**src/rtl/mux_rr_arbiter_if.sv**
```systemverilog
// Request/grant bundle between the four mux requesters and the
// round-robin arbiter that drives the shared 4:1 mux select.
// Handshake: req[i] is a level request from requester i.
// gnt is a registered one-hot grant, or zero when there is no owner.
// A requester owns the mux for every cycle in which its gnt bit is high.
// sel carries the owner index and is meaningful whenever gnt_valid is 1.
interface mux_rr_arbiter_if;
   logic [3:0] req;
   logic [3:0] gnt;
   logic [1:0] sel;
   logic       gnt_valid;
   logic       dbg_state;   // arbiter FSM state: 0 = IDLE, 1 = GRANT

   // requester side
   modport master (
      output req,
      input  gnt, sel, gnt_valid, dbg_state
   );

   // arbiter side
   modport slave (
      input  req,
      output gnt, sel, gnt_valid, dbg_state
   );
endinterface

```
**src/rtl/mux_rr_arbiter.sv**
```systemverilog
// Round-robin arbiter and select controller for a shared 4:1 mux.
// The owner keeps the grant while it requests, for up to MAX_HOLD cycles
// when others are waiting, and then the grant rotates. The owner is the
// last requester scanned, so a waiting requester is never starved.
module mux_rr_arbiter #(
   parameter int MAX_HOLD = 8
) (
   input logic             clk,
   input logic             rst_n,
   mux_rr_arbiter_if.slave bus
);

   localparam int HW = $clog2(MAX_HOLD + 1);
   localparam logic [HW-1:0] HOLD_MAX = HW'(MAX_HOLD);
   localparam logic [HW-1:0] HOLD_ONE = HW'(1);

   typedef enum logic {IDLE = 1'b0, GRANT = 1'b1} state_t;

   state_t        state_q, state_d;
   logic [3:0]    gnt_q, gnt_d;
   logic [1:0]    sel_q, sel_d;
   logic [1:0]    ptr_q, ptr_d;
   logic [HW-1:0] hold_q, hold_d;

   logic          win_found;
   logic [1:0]    win_idx;
   logic [1:0]    cand;
   logic          others;

   // Round-robin scan from ptr_q+1 to ptr_q+4; the previous winner comes last.
   always_comb begin
      win_found = 1'b0;
      win_idx   = ptr_q;
      cand      = ptr_q;
      for (int i = 1; i <= 4; i++) begin
         cand = ptr_q + 2'(i);
         if (!win_found && bus.req[cand]) begin
            win_found = 1'b1;
            win_idx   = cand;
         end
      end
   end

   assign others = |(bus.req & ~gnt_q);

   // Next-state logic: keep, rotate, switch on release, or drop to IDLE.
   always_comb begin
      state_d = state_q;
      gnt_d   = gnt_q;
      sel_d   = sel_q;
      ptr_d   = ptr_q;
      hold_d  = hold_q;
      case (state_q)
         IDLE: begin
            if (win_found) begin
               state_d = GRANT;
               gnt_d   = 4'b0001 << win_idx;
               sel_d   = win_idx;
               ptr_d   = win_idx;
               hold_d  = HOLD_ONE;
            end
         end
         GRANT: begin
            if (bus.req[sel_q] && ((hold_q < HOLD_MAX) || !others)) begin
               if (hold_q < HOLD_MAX) begin
                  hold_d = hold_q + HOLD_ONE;
               end
            end else if (others) begin
               // Another requester is pending, so the scan finds a winner
               // other than the current owner.
               gnt_d  = 4'b0001 << win_idx;
               sel_d  = win_idx;
               ptr_d  = win_idx;
               hold_d = HOLD_ONE;
            end else begin
               state_d = IDLE;
               gnt_d   = 4'b0000;
               hold_d  = '0;
            end
         end
         default: begin
            state_d = IDLE;
            gnt_d   = 4'b0000;
            hold_d  = '0;
         end
      endcase
   end

   // State registers with synchronous active-low reset; requester 0 is first.
   always_ff @(posedge clk) begin
      if (!rst_n) begin
         state_q <= IDLE;
         gnt_q   <= 4'b0000;
         sel_q   <= 2'd0;
         ptr_q   <= 2'd3;
         hold_q  <= '0;
      end else begin
         state_q <= state_d;
         gnt_q   <= gnt_d;
         sel_q   <= sel_d;
         ptr_q   <= ptr_d;
         hold_q  <= hold_d;
      end
   end

   assign bus.gnt       = gnt_q;
   assign bus.sel       = sel_q;
   assign bus.gnt_valid = |gnt_q;
   assign bus.dbg_state = state_q;

endmodule

```
**src/flat_wrapper.sv**
```systemverilog
// flat-port wrapper written by rule: the top's interface ports become plain ports
module mux_rr_arbiter_flat 
#(
   parameter int MAX_HOLD = 8
)
  (clk, rst_n, bus_req, bus_gnt, bus_sel, bus_gnt_valid, bus_dbg_state);
  mux_rr_arbiter_if bus_i ();
  input logic clk;
  input logic rst_n;
  input wire logic [$bits(bus_i.req)-1:0] bus_req;
  output wire logic [$bits(bus_i.gnt)-1:0] bus_gnt;
  output wire logic [$bits(bus_i.sel)-1:0] bus_sel;
  output wire logic [$bits(bus_i.gnt_valid)-1:0] bus_gnt_valid;
  output wire logic [$bits(bus_i.dbg_state)-1:0] bus_dbg_state;
  assign bus_i.req = bus_req;
  assign bus_gnt = bus_i.gnt;
  assign bus_sel = bus_i.sel;
  assign bus_gnt_valid = bus_i.gnt_valid;
  assign bus_dbg_state = bus_i.dbg_state;
  mux_rr_arbiter #(.MAX_HOLD(MAX_HOLD)) u_core (.clk(clk), .rst_n(rst_n), .bus(bus_i));
endmodule
```
**config.mk**
```make
export PLATFORM = sky130hd
export DESIGN_NAME = mux_rr_arbiter_flat
export DESIGN_NICKNAME = d
export VERILOG_FILES = /design/src/rtl/mux_rr_arbiter_if.sv /design/src/rtl/mux_rr_arbiter.sv /design/src/flat_wrapper.sv
export SDC_FILE = /design/constraint.sdc
export NUM_CORES = 1
export LEC_CHECK = 0
export ABC_AREA = 1
export CAP_MARGIN = 10
export CORE_ASPECT_RATIO = 0.75
export CORE_MARGIN = 1.5
export CORE_UTILIZATION = 35
export DETAILED_ROUTE_END_ITERATION = 6
export SYNTH_ARGS = -nofsm -noshare
export SYNTH_HDL_FRONTEND = slang
export SYNTH_SLANG_ARGS = --single-unit
```
**constraint.sdc**
```tcl
create_clock -name clk -period 2.2 [get_ports clk]
set_input_delay 0.44 -clock clk [delete_from_list [all_inputs] [get_ports clk]]
set_output_delay 0.44 -clock clk [all_outputs]
set_load 0.03 [all_outputs]
```
; ---- After elaboration in Yosys (flattened, before gate mapping)
; Index checks and enable logic that the tools add are counted.
[classes]
order_cmp = 6
n_bitwise = 3
reduce_logical = 14
n_addsub = 4
n_mux = 35
shift = 1
n_eq_ne = 4
[ops]
columns = op, n
row1 = 2-to-1 mux 4 bit, 6
row2 = one-hot mux 4 bit (2 select lines), 2
row3 = less-than comparator 2 x 3 -> 1 bit (second input constant), 5
row4 = 2-to-1 mux 2 bit, 7
row5 = 2-to-1 mux 1 bit, 13
row6 = binary-select mux 1 bit (select 2 bit), 5
row7 = OR reduction 4 bit, 2
row8 = adder 2 bit (second input constant), 2
row9 = adder 4 x 1 -> 4 bit (second input constant), 1
row10 = bitwise AND 4 bit, 1
row11 = logical AND 1 bit, 4
row12 = logical NOT 1 bit, 4
row13 = less-than comparator 4 bit (second input constant), 1
row14 = != test 2 bit (second input constant), 2
row15 = NOT 4 bit, 1
row16 = one-hot mux 2 bit (2 select lines), 1
row17 = AND reduction 2 bit, 2
row18 = << shifter 1 x 2 -> 4 bit (first input constant), 1
row19 = != test 3 bit (second input constant), 1
row20 = AND reduction 3 bit, 1
row21 = adder 2 x 1 -> 2 bit (second input constant), 1
row22 = != test 2 x 1 -> 1 bit (second input constant), 1
row23 = one-hot mux 1 bit (2 select lines), 1
row24 = logical OR 1 bit, 1
row25 = NOT 1 bit, 1
[word_totals]
ff_bits = 13
word_cells = 72

; ---- Logic depth before layout (Yosys ltp)
[logic_depth]
ltp_word = 17
ltp_mapped = 14
ltp_nobuf = 12

; ---- Worst setup path before layout
; OpenSTA, ideal clock, no wires.
[synth_timing]
path_kind = reg-to-reg
start = register u_core.sel_q[0], in the netlist u_core.bus.sel[0]
end = register u_core.sel_q[1], in the netlist u_core.bus.sel[1]
n_path_buf = 0
stages_incl_launch_ff = 11
arrival_ns = 1.464
required_time_ns = 2.130
setup_ns = 0.070
setup_slack_ns = 0.666
cell_sequence = dfxtp_1 inv_1 nand2_1 nand2_1 nand2_1 o21ai_1 nand3_2 nand2_1 nor2_2 nand3_1 a21oi_1
[synth_via]
elab_chain_cells = 5
[synth_rtl]
columns = item, line_no
row1 = from (decl), mux_rr_arbiter.sv:21  ; logic [1:0] sel_q, sel_d;
row2 = from (signal assigned), mux_rr_arbiter.sv:100  ; sel_q <= sel_d;
row3 = binary-select mux 1 bit (select 2 bit), mux_rr_arbiter.sv:64  ; if (bus.req[sel_q] && ((hold_q < HOLD_MAX) || !others)) begin
row4 = 2-to-1 mux 1 bit (implied by the code), mux_rr_arbiter.sv:64
row5 = logical AND 1 bit, mux_rr_arbiter.sv:64
row6 = != test 2 bit (no source line), --
row7 = AND reduction 3 bit (no source line), --
; Every way passes these cells. The select of a mux whose other input is x is not followed.
; A chain may end at the register's enable or synchronous reset.

; ---- Worst setup path in the final report
[layout_timing]
start = input bus_req[2]
end = register u_core.sel_q[1], in the netlist u_core.bus.sel[1]
[layout_via]
elab_chain_cells = 15
[layout_rtl]
columns = item, line_no
row1 = from (decl), flat_wrapper.sv:10  ; input wire logic [$bits(bus_i.req)-1:0] bus_req;
row2 = binary-select mux 1 bit (select 2 bit), mux_rr_arbiter.sv:37  ; if (!win_found && bus.req[cand]) begin
row3 = 2-to-1 mux 1 bit (implied by the code), mux_rr_arbiter.sv:37
row4 = 2-to-1 mux 1 bit, mux_rr_arbiter.sv:37
row5 = logical NOT 1 bit, mux_rr_arbiter.sv:37
row6 = logical AND 1 bit, mux_rr_arbiter.sv:37
row7 = 2-to-1 mux 1 bit, mux_rr_arbiter.sv:37
row8 = logical NOT 1 bit, mux_rr_arbiter.sv:37
row9 = logical AND 1 bit, mux_rr_arbiter.sv:37
row10 = 2-to-1 mux 1 bit, mux_rr_arbiter.sv:37
row11 = logical NOT 1 bit, mux_rr_arbiter.sv:37
row12 = logical AND 1 bit, mux_rr_arbiter.sv:37
row13 = 2-to-1 mux 2 bit, mux_rr_arbiter.sv:37
row14 = 2-to-1 mux 2 bit, mux_rr_arbiter.sv:68  ; end else if (others) begin
row15 = 2-to-1 mux 2 bit, mux_rr_arbiter.sv:64
row16 = one-hot mux 2 bit (2 select lines), mux_rr_arbiter.sv:53  ; case (state_q)
; Several ways; a longest one is shown, not always the timed one. The select of a mux whose other input is x is not followed.

==> impl_results.md <==
* Initial drt markers at between 50 and 60
* CP Data Required Time at approximately 2.4 ns
* #FFs+latches synth at 13
* Synth warn at 0
* CTS tree: yes
* Wirelength per Cell at 11.6 um
* Clock Skew at between 0.004 and 0.005 ns
* Routed via count at approximately 1000
* Initial antenna violation count at 0
* Crit path DAT at 2.12 ns
* Via-to-Cell Ratio at roughly 4.9
* Pwr Density at 1460 nW/um^2
* Antenna viol nets, final at 0
* P_int at 0.000840 W
* Top post-synthesis cells by area: dfxtp_1 25%, nand2_1 19%, nand2_2 7.3%, nand3_1 6.8%, inv_1 5.1%
* Hold Buf Count CTS at 0
* Worst-Margin Slew at around 0.43 ns
* CP Launch Type: input port
* Synthesized cell area at 1030 sq um
* Slew headroom at between 70% and 80%
* Final Cycle Share at between 80% and 90%
* Seq. cell area at roughly 260 sq um
* Share of cells above drive strength 1 at 20.2%
* Largest net degree at the start of global routing at 13
* Vias in the first global route at 919
* Top cell type's share of synthesized area at about a quarter
* Sequential area share after synthesis at 25.2%
* Top Ports at 14
* H-tree Lvls at 1
* CTS clock-pin slew for the worst setup and hold paths at 0.06 ns
* Avg Cell Area, Syn at approximately 6.5 sq um
* Starting density of the core at 38.3%
* Chip Width at 65.8 um
* First-pass GRT wire length at about 4100 um
* Clock root buffer: clkbuf_8
* GP Congestion at 0.848
* VDD IR-drop max at 0.527 mV
* Setup repair bufs after CTS at 0
* Layout overhead on the synthesized area at 17.9%
* Tmin final at around 1.9 ns
* CTS resizes at 0
* Nets@finish at 181
* Final Cell Area at 1220 sq um
* Worst setup EP type: flop
* Flop pwr share at 22.1%
* Final Slew Violations at 0
* Total Wirelength at 2420 um
* Synth area leader: dfxtp_1
* Fmax at roughly 0.52 GHz
* Setup Viol. Count Final at 0
* DR DRC count at 0
* Die area at 3300 sq um
* Hold Vio Cnt, Final at 0
* Multi-input gate area at 654 sq um
* # clock sinks at 13
* Clk Latency, worst-skew pair at 0.25 ns
* Max-Cap Viols at 0
* Die height at 50.1 um
* Status: finished, final reports clean
* DRT Pass-1 Iters at 4
* Clk pwr share at 12.2%
* Leakage at 0.578 nW
* Critical path class: in -> reg
* Detailed Place HPWL at 1900 um
* Row count at 16
* Clk buf depth at 2
* GRT Util Overall at 16.4%
* Post-Syn Nets at 166
* Sw Share at 53.0%
* RSZ-0062 raised after global routing: no
* Diodes inserted at 0
* PortBufs at 13
* HP Class: reg -> reg
* Worst Path Max Fanout at 5
* WHS at between 0.4 and 0.5 ns
* Num CTS Buffers at 3
* Core area at 2700 sq um
* Unique masters post-synth at 27
* Placement Cell Area at ~1200 sq um
* Filler Cell Count at around 300
* Comb pwr share at 65.7%
* Net Sw Power at 0.000947 W
* Grt ovf at 0
* Gate Count Post-Synth at ~160
[sequential cells by signal, indices dropped and copies added (netlist names)]
name	flops
u_core.bus.dbg_state	1
u_core.bus.gnt	4
u_core.bus.sel	2
u_core.hold_q	4
u_core.ptr_q	2
[power by group through the flow]
| stage | clock network, W | logic (W) | registers [W] |
|---|---|---|---|
| floorplan | 0 | 0.000871 | 0.000447 |
| global placement | 0 | 0.00117 | 0.000397 |
| detailed placement | 0 | 0.00117 | 0.000399 |
| CTS | 0.000221 | 0.00118 | 0.000396 |
| global route | 0.000234 | 0.00131 | 0.000406 |
| finish | 0.000218 | 0.00117 | 0.000396 |
[cell type report]
cell class,count,share of cell area (%)
inverter,22,6.97
timing repair buffer,13,10.7
sequential,13,21.3
clock buffer,4,3.69
multi-input combinational,121,53.6
tap,36,3.69
[kinds of logic (layout without fill, tap and decap cells)]
kind of cell	count (synthesis)	count (layout)	share of synthesized area [%]
AO/OA/AOI/OAI	19	19	11.0
XOR/XNOR	1	1	0.847
adder cells (fa/ha/maj)	1	1	1.21
buffers and inverters	25	39	11.6
flip-flops	13	13	25.2
AND/OR/NAND/NOR	100	100	50.2
[layout by cell type (no fill, tap or decap), types with 4 or more instances in the layout]
master,Yosys,final
nand2_1,53,53
inv_1,14,14
nand3_1,14,14
clkdlybuf4s50_1,0,13
dfxtp_1,13,13
nand2_2,12,12
inv_2,7,7
o21ai_1,7,7
nor2_1,6,6
a21oi_1,5,5
nand2_4,4,4
nand3_2,4,4
[critical path, stage by stage]
cell             delay, ns
clkdlybuf4s50_1       0.62
nand2_1               0.08
nand2_1               0.07
inv_2                 0.04
nand2_1               0.05
nand2_1               0.07
nand3_2               0.13
nand2_1               0.12
nor2_2                0.21
nand3_1               0.15
a21oi_1               0.14
[Yosys cell counts (all sizes together)]
| cell type | count |
|---|---|
| a21oi | 5 |
| a22oi | 1 |
| and3 | 1 |
| buf | 2 |
| clkbuf | 1 |
| dfxtp | 13 |
| ha | 1 |
| inv | 22 |
| nand2 | 69 |
| nand3 | 19 |
| nand4 | 2 |
| nor2 | 8 |
| nor3 | 1 |
| o211ai | 2 |
| o21ai | 11 |
| xnor2 | 1 |
[worst paths after layout]
path / from / to / slack (ns) / cells past startpoint
max: bus_req[2] / u_core.bus.sel[1] / 0.26 / 11
max reg2reg: u_core.ptr_q[0] / u_core.ptr_q[1] / 0.40 / 11
min: u_core.hold_q[1] / u_core.hold_q[1] / 0.49 / 2
min reg2reg: u_core.hold_q[1] / u_core.hold_q[1] / 0.49 / 2
[per-stage QoR]
stage	worst slack (ns)	instances	setup TNS, ns	utilization [%]	power, W
after floorplan	0.666	159	0	-	0.00132
after global placement	0.00142	205	0	43.5	0.00157
after detailed placement	-0.0114	205	-0.0114	43.5	0.00157
after CTS	0.254	209	0	45.1	0.00179
after global routing	0.0592	209	0	45.1	0.00195
final	0.262	209	0	45.1	0.00179
[layer usage]
metal	track usage [%]	wire length (um)	vias to the layer above
met4	6.25	36	0
met1	22.9	1270	459
met2	23.6	1000	16
met5	0	0	-
li1	-	-	534
met3	4.79	111	5
No activity file was read; power rests on OpenSTA's default activity.
